==> config.mk <==
export PLATFORM = sky130hd
export DESIGN_NAME = systolic_input_ctrl
export DESIGN_NICKNAME = d
export VERILOG_FILES = /design/src/rtl/systolic_pkg.sv /design/src/rtl/skew_buffer.sv /design/src/rtl/systolic_input_ctrl.sv
export SDC_FILE = /design/constraint.sdc
export NUM_CORES = 1
export LEC_CHECK = 0
export CORE_ASPECT_RATIO = 0.75
export CORE_MARGIN = 2
export CORE_UTILIZATION = 42
export DETAILED_ROUTE_END_ITERATION = 12
export PLACE_DENSITY = 0.63
export SKIP_LAST_GASP = 1
export SYNTH_ARGS = -nofsm -noshare
export SYNTH_HDL_FRONTEND = slang
export SYNTH_SLANG_ARGS = --single-unit
export TNS_END_PERCENT = 100
==> constraint.sdc <==
create_clock -name clk -period 8 [get_ports clk]
set_input_delay 1.6 -clock clk [delete_from_list [all_inputs] [get_ports clk]]
set_output_delay 1.6 -clock clk [all_outputs]
set_load 0.01 [all_outputs]
==> src/rtl/systolic_pkg.sv <==
// Shared definitions for the 4x4 output-stationary systolic array family
// (input controller, array, output collector).
//
// Contents:
//   N, DW          array dimension and element width
//   IdxW, TCntW    widths of a row/column index and of the skew time counter
//   ctrl_state_e   input-controller state encoding
//   elem_sel()     pick element idx out of a packed N*DW vector
package systolic_pkg;

    localparam int unsigned N  = 4;
    localparam int unsigned DW = 8;

    localparam int unsigned IdxW  = (N > 1) ? $clog2(N) : 1;
    // Skew time t spans 0..2N-2.
    localparam int unsigned TCntW = $clog2(2 * N);

    typedef enum logic [2:0] {
        StIdle,
        StLoad,
        StStream,
        StDrain,
        StDone
    } ctrl_state_e;

    // Element idx lives at bits [idx*DW +: DW]; a shift keeps the select width-clean.
    function automatic logic [DW-1:0] elem_sel(input logic [N*DW-1:0] vec,
                                               input int unsigned     idx);
        logic [N*DW-1:0] shifted;
        shifted = vec >> (idx * DW);
        return shifted[DW-1:0];
    endfunction

endpackage

==> src/rtl/skew_buffer.sv <==
// N x N storage for one A and one B matrix with a diagonally skewed read port.
//
// Ports:
//   clk       clock (storage has no reset; contents are don't-care until loaded)
//   wr_en     write one beat
//   wr_idx    beat index k
//   wr_a_col  A[0..N-1][k], element i at [i*DW +: DW]
//   wr_b_row  B[k][0..N-1], element j at [j*DW +: DW]
//   rd_t      skew time t
//   rd_a      element i = A[i][t-i] when 0 <= t-i < N, else 0
//   rd_b      element j = B[t-j][j] when 0 <= t-j < N, else 0
module skew_buffer
    import systolic_pkg::*;
(
    input  logic              clk,
    input  logic              wr_en,
    input  logic [IdxW-1:0]   wr_idx,
    input  logic [N*DW-1:0]   wr_a_col,
    input  logic [N*DW-1:0]   wr_b_row,
    input  logic [TCntW-1:0]  rd_t,
    output logic [N*DW-1:0]   rd_a,
    output logic [N*DW-1:0]   rd_b
);

    // Lane g stores row g of A and column g of B, both indexed by k, so the
    // skewed read for lane g is simply entry (t - g) of its own storage.
    for (genvar g = 0; g < N; g++) begin : g_lane
        localparam logic [TCntW-1:0] Skew = TCntW'(g);

        logic [DW-1:0]    a_row [N];
        logic [DW-1:0]    b_col [N];
        logic [TCntW-1:0] rel;
        logic             hit;

        always_ff @(posedge clk) begin
            if (wr_en) begin
                a_row[wr_idx] <= elem_sel(wr_a_col, g);
                b_col[wr_idx] <= elem_sel(wr_b_row, g);
            end
        end

        assign rel = rd_t - Skew;
        // rel wraps when t < g; the first term masks that case.
        assign hit = (rd_t >= Skew) && (rel < TCntW'(N));

        assign rd_a[g*DW +: DW] = hit ? a_row[rel[IdxW-1:0]] : '0;
        assign rd_b[g*DW +: DW] = hit ? b_col[rel[IdxW-1:0]] : '0;
    end

endmodule

==> src/rtl/systolic_input_ctrl.sv <==
// Upstream feeder for the N x N output-stationary systolic array.
// Buffers one A and one B matrix (N load beats), replays them with diagonal
// skew, drives the array's start / in_valid, then pulses done after a
// programmable drain period so downstream can sample C.
//
// Ports:
//   clk, rst_n    clock, asynchronous active-low reset
//   clear         synchronous abort to idle, buffer discarded
//   load_valid    load beat present; accepted when load_valid & load_ready
//   load_ready    high in idle and load
//   load_a_col    beat k: A[i][k] at [i*DW +: DW]
//   load_b_row    beat k: B[k][j] at [j*DW +: DW]
//   arr_start     array start (stream and drain)
//   arr_in_valid  array in_valid (stream only)
//   a_out, b_out  skewed operands, zero padded
//   busy          high in every state except idle
//   done          one-cycle pulse at the end of drain
// All outputs are registered.
module systolic_input_ctrl
    import systolic_pkg::*;
#(
    parameter int unsigned DRAIN_CYCLES = 8
) (
    input  logic            clk,
    input  logic            rst_n,
    input  logic            clear,
    input  logic            load_valid,
    output logic            load_ready,
    input  logic [N*DW-1:0] load_a_col,
    input  logic [N*DW-1:0] load_b_row,
    output logic            arr_start,
    output logic            arr_in_valid,
    output logic [N*DW-1:0] a_out,
    output logic [N*DW-1:0] b_out,
    output logic            busy,
    output logic            done
);

    localparam int unsigned DrainW = (DRAIN_CYCLES > 0) ? $clog2(DRAIN_CYCLES + 1) : 1;

    localparam logic [IdxW-1:0]   LastBeat  = IdxW'(N - 1);
    localparam logic [TCntW-1:0]  LastT     = TCntW'(2 * N - 2);
    localparam logic [DrainW-1:0] LastDrain =
        DrainW'((DRAIN_CYCLES > 0) ? DRAIN_CYCLES - 1 : 0);

    ctrl_state_e       state_q, state_d;
    logic [IdxW-1:0]   beat_q, beat_d;
    logic [TCntW-1:0]  t_q, t_d;
    logic [DrainW-1:0] drain_q, drain_d;

    logic              load_ready_q, load_ready_d;
    logic              arr_start_q, arr_start_d;
    logic              arr_in_valid_q, arr_in_valid_d;
    logic [N*DW-1:0]   a_out_q, a_out_d;
    logic [N*DW-1:0]   b_out_q, b_out_d;
    logic              busy_q, busy_d;
    logic              done_q, done_d;

    logic              accept;
    logic              wr_en;
    logic [IdxW-1:0]   wr_idx;
    logic [N*DW-1:0]   skew_a, skew_b;

    // clear wins over a simultaneous beat; the beat is dropped.
    assign accept = load_valid && !clear;

    // The read port looks at the next t so the registered outputs line up with
    // the registered state. On STREAM entry t_d = 0, which only needs beat 0,
    // so the beat written on that same edge is never read too early.
    skew_buffer u_skew_buffer (
        .clk      (clk),
        .wr_en    (wr_en),
        .wr_idx   (wr_idx),
        .wr_a_col (load_a_col),
        .wr_b_row (load_b_row),
        .rd_t     (t_d),
        .rd_a     (skew_a),
        .rd_b     (skew_b)
    );

    always_comb begin
        state_d = state_q;
        beat_d  = beat_q;
        t_d     = t_q;
        drain_d = drain_q;
        wr_en   = 1'b0;
        wr_idx  = beat_q;

        unique case (state_q)
            StIdle: begin
                if (accept) begin
                    wr_en   = 1'b1;
                    wr_idx  = '0;
                    beat_d  = IdxW'(1);
                    state_d = StLoad;
                end
            end
            StLoad: begin
                if (accept) begin
                    wr_en = 1'b1;
                    if (beat_q == LastBeat) begin
                        beat_d  = '0;
                        t_d     = '0;
                        state_d = StStream;
                    end else begin
                        beat_d = beat_q + 1'b1;
                    end
                end
            end
            StStream: begin
                if (t_q == LastT) begin
                    t_d     = '0;
                    drain_d = '0;
                    state_d = (DRAIN_CYCLES == 0) ? StDone : StDrain;
                end else begin
                    t_d = t_q + 1'b1;
                end
            end
            StDrain: begin
                if (drain_q == LastDrain) begin
                    drain_d = '0;
                    state_d = StDone;
                end else begin
                    drain_d = drain_q + 1'b1;
                end
            end
            StDone: begin
                state_d = StIdle;
            end
            default: begin
                state_d = StIdle;
            end
        endcase

        if (clear) begin
            state_d = StIdle;
            beat_d  = '0;
            t_d     = '0;
            drain_d = '0;
            wr_en   = 1'b0;
        end

        // Output values for the state being entered; in idle they equal the
        // reset values, which is what clear relies on.
        load_ready_d   = (state_d == StIdle) || (state_d == StLoad);
        arr_start_d    = (state_d == StStream) || (state_d == StDrain);
        arr_in_valid_d = (state_d == StStream);
        busy_d         = (state_d != StIdle);
        done_d         = (state_d == StDone);
        a_out_d        = (state_d == StStream) ? skew_a : '0;
        b_out_d        = (state_d == StStream) ? skew_b : '0;
    end

    always_ff @(posedge clk or negedge rst_n) begin
        if (!rst_n) begin
            state_q        <= StIdle;
            beat_q         <= '0;
            t_q            <= '0;
            drain_q        <= '0;
            load_ready_q   <= 1'b1;
            arr_start_q    <= 1'b0;
            arr_in_valid_q <= 1'b0;
            a_out_q        <= '0;
            b_out_q        <= '0;
            busy_q         <= 1'b0;
            done_q         <= 1'b0;
        end else begin
            state_q        <= state_d;
            beat_q         <= beat_d;
            t_q            <= t_d;
            drain_q        <= drain_d;
            load_ready_q   <= load_ready_d;
            arr_start_q    <= arr_start_d;
            arr_in_valid_q <= arr_in_valid_d;
            a_out_q        <= a_out_d;
            b_out_q        <= b_out_d;
            busy_q         <= busy_d;
            done_q         <= done_d;
        end
    end

    assign load_ready   = load_ready_q;
    assign arr_start    = arr_start_q;
    assign arr_in_valid = arr_in_valid_q;
    assign a_out        = a_out_q;
    assign b_out        = b_out_q;
    assign busy         = busy_q;
    assign done         = done_q;

endmodule

; Yosys cells after proc, flatten, opt, wreduce, memory -nomap -nowiden
; Memory sizes are Yosys's and may differ from the RTL's.
; Cells that the tools add are included.
[classes]
addsub = 6
order_cmp = 8
eq_ne = 13
mux = 38
n_reduce_logical = 16
[op_table]
columns = cell, count
row1 = 32-bit two-way mux, 2
row2 = 8-bit two-way mux, 8
row3 = 3-bit two-way mux, 10
row4 = "3-bit by 2-bit == test with 1-bit output, second input constant", 4
row5 = "3-bit less-than comparator, second input constant", 4
row6 = 2-bit two-way mux, 6
row7 = 4-bit two-way mux, 3
row8 = 3-bit one-hot mux with 4 select lines, 1
row9 = "3-bit inequality test, second input constant", 3
row10 = 3-bit nonzero test, 3
row11 = 4-bit one-hot mux with 2 select lines, 1
row12 = "3-bit by 1-bit == test with 1-bit output, second input constant", 2
row13 = "3-bit == test, second input constant", 2
row14 = "3-bit by 1-bit >= comparator with 1-bit output, second input constant", 2
row15 = "3-bit by 2-bit >= comparator with 1-bit output, second input constant", 2
row16 = 3-bit zero test, 2
row17 = 3-bit one-hot mux with 2 select lines, 1
row18 = "3-bit by 2-bit subtractor with 3-bit output, second input constant", 2
row19 = 1-bit logical AND, 5
row20 = 1-bit two-way mux, 5
row21 = "4-bit by 1-bit adder with 4-bit output, second input constant", 1
row22 = "4-bit by 3-bit == test with 1-bit output, second input constant", 1
row23 = 2-bit one-hot mux with 2 select lines, 1
row24 = "3-bit by 1-bit adder with 3-bit output, second input constant", 1
row25 = 8 further kinds, 9
[totals]
regBits = 81
mem_bits_rw = 256
inputBits = 68
output_inout_bits = 69
memories = 8
[memory_table]
columns = name, words, width, read_ports, rd_clocked_by_memory_dff, wr, line_no
row1 = u_skew_buffer.g_lane[0].a_row, 4, 8, 1, 0, 1, skew_buffer.sv:30  ; logic [DW-1:0] a_row [N];
row2 = u_skew_buffer.g_lane[0].b_col, 4, 8, 1, 0, 1, skew_buffer.sv:31  ; logic [DW-1:0] b_col [N];
row3 = u_skew_buffer.g_lane[1].a_row, 4, 8, 1, 0, 1, skew_buffer.sv:30
row4 = u_skew_buffer.g_lane[1].b_col, 4, 8, 1, 0, 1, skew_buffer.sv:31
row5 = u_skew_buffer.g_lane[2].a_row, 4, 8, 1, 0, 1, skew_buffer.sv:30
row6 = u_skew_buffer.g_lane[2].b_col, 4, 8, 1, 0, 1, skew_buffer.sv:31
row7 = 2 more memories, -, -, -, -, -, -

; Depth between registers and ports, before layout
[depth]
depth_word = 10
ltp_mapped = 13
depth_no_buf = 10

; Modules after synthesis
; From an unflattened synthesis, not the netlist that was laid out.
[unflattened]
cells_unflattened = 650
hier_area_um2 = 12843.6
[by_module_without_submodules]
columns = mod, instances, cells_per_inst, area_each_um2, seq_area_each_um2
row1 = skew_buffer, 1, 419, 9779.4, 7687.4
row2 = systolic_input_ctrl, 1, 231, 3064.2, 2028.2

; Least setup slack after synthesis
; No wires, ideal clock.
[synth_path]
kind = input-to-reg
startpoint = input clear
endpoint = memory u_skew_buffer.g_lane[0].a_row[1][0], enable pin
setup_time_ns = 0.667
arrival_time_ns = 8.739
required_ns = 7.333
setup_slack_ns = -1.406
path_stages = 4
path_buffers = 2
cell_sequence = buf_2 clkbuf_1 nand2b_1 nor4b_1
[synth_between]
elab_chain_cells = 7
elab_cells_between_ends = 9
[synth_rtl]
columns = item, line_no
row1 = "start, declared", systolic_input_ctrl.sv:26  ; input logic clear,
row2 = 1-bit zero test, systolic_input_ctrl.sv:65  ; assign accept = load_valid && !clear;
row3 = 1-bit logical AND, systolic_input_ctrl.sv:65
row4 = 1-bit two-way mux, "systolic_input_ctrl.sv:91, systolic_input_ctrl.sv:99"
row5 = 1-bit two-way mux, -
row6 = 1-bit two-way mux, systolic_input_ctrl.sv:135  ; if (clear) begin
row7 = 1-bit two-way mux, skew_buffer.sv:36  ; if (wr_en) begin
row8 = 1-bit two-way mux (not written as such), skew_buffer.sv:37  ; a_row[wr_idx] <= elem_sel(wr_a_col, g);
row9 = "end, declared", skew_buffer.sv:30
; Several ways; a longest one is shown, not always the timed one.

; Worst setup path after layout
[layout_path]
startpoint = input clear
endpoint = register a_out_q[10], in the netlist a_out[10]
[layout_between]
elab_chain_cells = 10
elab_cells_between_ends = 17
[layout_rtl]
columns = item, line_no
row1 = 1-bit zero test, systolic_input_ctrl.sv:65
row2 = 1-bit logical AND, systolic_input_ctrl.sv:65
row3 = 3-bit two-way mux, systolic_input_ctrl.sv:99  ; if (accept) begin
row4 = 3-bit one-hot mux with 2 select lines, systolic_input_ctrl.sv:89  ; unique case (state_q)
row5 = 3-bit two-way mux, systolic_input_ctrl.sv:135
row6 = 3-bit by 1-bit subtractor with 3-bit output, skew_buffer.sv:42  ; assign rel = rd_t - Skew;
row7 = 3-bit less-than comparator, skew_buffer.sv:44  ; assign hit = (rd_t >= Skew) && (rel < TCntW'(N));
row8 = 1-bit logical AND, skew_buffer.sv:44
row9 = 8-bit two-way mux, skew_buffer.sv:46  ; assign rd_a[g*DW +: DW] = hit ? a_row[rel[IdxW-1:0]] : '0;
row10 = 32-bit two-way mux (*), systolic_input_ctrl.sv:150  ; a_out_d = (state_d == StStream) ? skew_a : '0;
row11 = via a_out_d[10], systolic_input_ctrl.sv:54  ; logic [N*DW-1:0] a_out_q, a_out_d;
row12 = "end signal, assigned", systolic_input_ctrl.sv:175  ; a_out_q <= a_out_d;
row13 = "end, declared", systolic_input_ctrl.sv:54
; Mark *: on every way through the listed nets, which the timed path passes. The rest lies on a longest branch.
; A chain may end at the register's enable or synchronous reset.

==> results.toml <==
[run_status]
status = "completed"

[pwr]
power.leakage_nw = 5.36
peakVddDrop_uv = 106
pwr_density_cell_nw_per_um2 = 233

[cells_and_area]
ff_latch_area_um2 = 9720
multi_input_comb_area_um2 = 2690
fill_cells = 2280
fin_area_um2 = 15500
nets = 901
syn_to_final_growth_pct = 23.1
drive_gt1_frac = 0.126
insertedDiodeCount = 0

[synthesis]
synth.most_common_cell = "edfxtp_1"
ys_async_sr_fraction = 0.240
synthTopCellsByArea = "edfxtp_1 (61%), dfrtp_1 (16%), mux4_2 (5.7%)"
synth_common_cells = "edfxtp_1 (256), dfrtp_1 (80), nor3b_1 (66)"
yosys_warnings = 0
synth_seq_area_share = 0.772
synth-seq-cells = 337
syn-num-nets = 763
synthCells = 689
synth_ff_type = "edfxtp_1"
yosysTopAreaCell = "edfxtp_1"
syn_avg_cell_area_um2 = 18.3
synth_edf_count = 256
yosysUniqueCellTypes = 49
synth_top_area_share = 0.611
syn-cell-area_um2 = 12600

[timing]
rsz0062_at_grt = "false"
finalCriticalPeriod_ps = 5290
max_freq_mhz = 189
fin_tns_setup_ps = 0
slew_headroom = 0.265
final_max_slew_viol_count = 0
whs_ps = 478
worst_slew_pin_slew_ps = 1100
hold_viol = 0
finalCritPeriodShare = 0.662
fin_ws_ps = 2710
fin_skew_ps = 17.5
finalSetupViolCount = 0

[critical_path]
cp-endpoint = "a_out[10]"
worst-r2r-setup-slack_ps = 4110
worst_setup_path_start_kind = "input pin"
crit_arrival_ps = 5630
timing.rr.end = "b_out[12]"
critPathKind = "input pin to flop"
critPathRequiredTime_ps = 8340
startpoint = "clear"
critPathMaxFanout = 66
r2r_cells = 7
endpoint_kind = "flop"
reg2reg_from = "state_q[0]"

[clock_tree]
cts_sinks = 337
hold_buffers = 0
clockRootBuffer = "clkbuf_16"
ctsHtreeMaxLevel = 2
cts_setup_buffers = 0
clockBufferDepth = 3
cts_resized = 0
clkTransAtPathRegs_ps = 60
worstSkewPairLatency_ps = 500
cts_tree = "yes"
numCtsBuffers = 34

[floorplanning]
dieWidth_um = 204
fp.coreArea_um2 = 29300
rows = 54
pin_count = 137
die_y_um = 154
dieArea_um2 = 31400
start_util = 0.430

[routing]
firstDrtPassIters = 5
vias = 6553
wl_per_cell_um = 21.0
ant_nets = 0
drc = 0
via_per_inst = 5.28
drt-initial-drc-count = 446
routed_wirelength_um = 26100

[global_routing]
antenna_found_initial = 0
grt_pass1_wl_um = 40400
grt_max_degree = 67
grt_overflow_total = 0
grtUsageTotal = 0.170
grt_pass1_vias = 6809

[min_path]
hp-class = "flop to flop"

[placement]
placed_cell_area_um2 = 14400
gp_congestion = 0.755
port_buffers = 136
dp_hpwl_um = 14300
dp_slack_ps = 2130

[job]
drv_cap = 0
==> cells by family after synthesis <==
family	after synthesis	share of synthesized area
flops	337	0.772
simple gates	154	0.0766
compound gates	91	0.0544
buf+inv	52	0.0198
mux	48	0.0700
fa+ha+maj	6	0.00597
xor+xnor	1	0.000697
==> cell type report <==
| type | count | share of cell area |
|---|---|---|
| Clock inverter | 11 | 0.0107 |
| Inverter | 9 | 0.00226 |
| Tap cell | 392 | 0.0317 |
| Clock buffer | 48 | 0.0623 |
| Multi-Input combinational cell | 300 | 0.174 |
| Timing Repair Buffer | 145 | 0.0921 |
| Sequential cell | 337 | 0.627 |
==> layout by cell type (no fill, tap or decap), types with 5 or more instances in the layout <==
| master | synthesis | final |
|---|---|---|
| mux4_2 | 32 | 32 |
| clkbuf_1 | 21 | 9 |
| clkbuf_16 | 0 | 35 |
| nor3b_1 | 66 | 66 |
| ha_1 | 6 | 5 |
| a21oi_1 | 5 | 5 |
| a311oi_1 | 18 | 17 |
| a211oi_1 | 49 | 49 |
| buf_4 | 2 | 10 |
| nor2_1 | 12 | 11 |
| nand2_1 | 41 | 41 |
| mux2i_1 | 16 | 16 |
| clkdlybuf4s50_1 | 0 | 135 |
| inv_1 | 8 | 8 |
| edfxtp_1 | 256 | 256 |
| dfrtp_1 | 80 | 80 |
| o21ai_0 | 6 | 6 |
==> per-layer routing <==
layer  GRT usage  routed length, um  up-vias
met1       0.242              11900     3364
li1            -                  -     2999
met4      0.0421                427        0
met5           0                  0        -
met3      0.0339               1390       38
met2       0.269              12400      152
==> stage by stage <==
step | std cells | utilization | power (W)
2_1_floorplan | 689 | - | 0.00197
5_1_grt | 1242 | 0.529 | 0.00372
3_5_place_dp | 1183 | 0.491 | 0.00204
6_report | 1242 | 0.529 | 0.00361
4_1_cts | 1242 | 0.529 | 0.00364
3_3_place_gp | 1183 | 0.491 | 0.00204
==> registers in the layout, indices dropped and copies added, names as in the netlist <==
register and count:
u_skew_buffer.g_lane.a_row 128, u_skew_buffer.g_lane.b_col 128, a_out 32, b_out 32, drain_q 4, state_q 3, t_q 3, beat_q 2
arr_in_valid 1, arr_start 1, busy 1, done 1, load_ready 1
==> worst min-delay path by stage <==
stage | startpoint | endpoint | slack, ps | cells after the start
4_1_cts | drain_q[3] | drain_q[3] | 480 | 1
3_5_place_dp | drain_q[3] | drain_q[3] | 470 | 1
3_3_place_gp | drain_q[3] | drain_q[3] | 470 | 1
6_report | drain_q[3] | drain_q[3] | 480 | 1
2_1_floorplan | drain_q[3] | drain_q[3] | 440 | 1
5_1_grt | drain_q[3] | drain_q[3] | 520 | 1
==> where the power goes <==
group | total, W | switching (W) | internal (W)
logic | 0.0000862 | 0.0000470 | 0.0000392
clock network | 0.00160 | 0.000633 | 0.000972
registers | 0.00191 | 0.00000660 | 0.00191
==> critical path: stages <==
cell	delay, ps
clkdlybuf4s50_1	1040
nand4b_1	330
o22ai_1	160
a311oi_4	340
buf_4	660
ha_2	900
mux4_2	410
nor3b_1	150
Power figures use the tool's default switching activity.
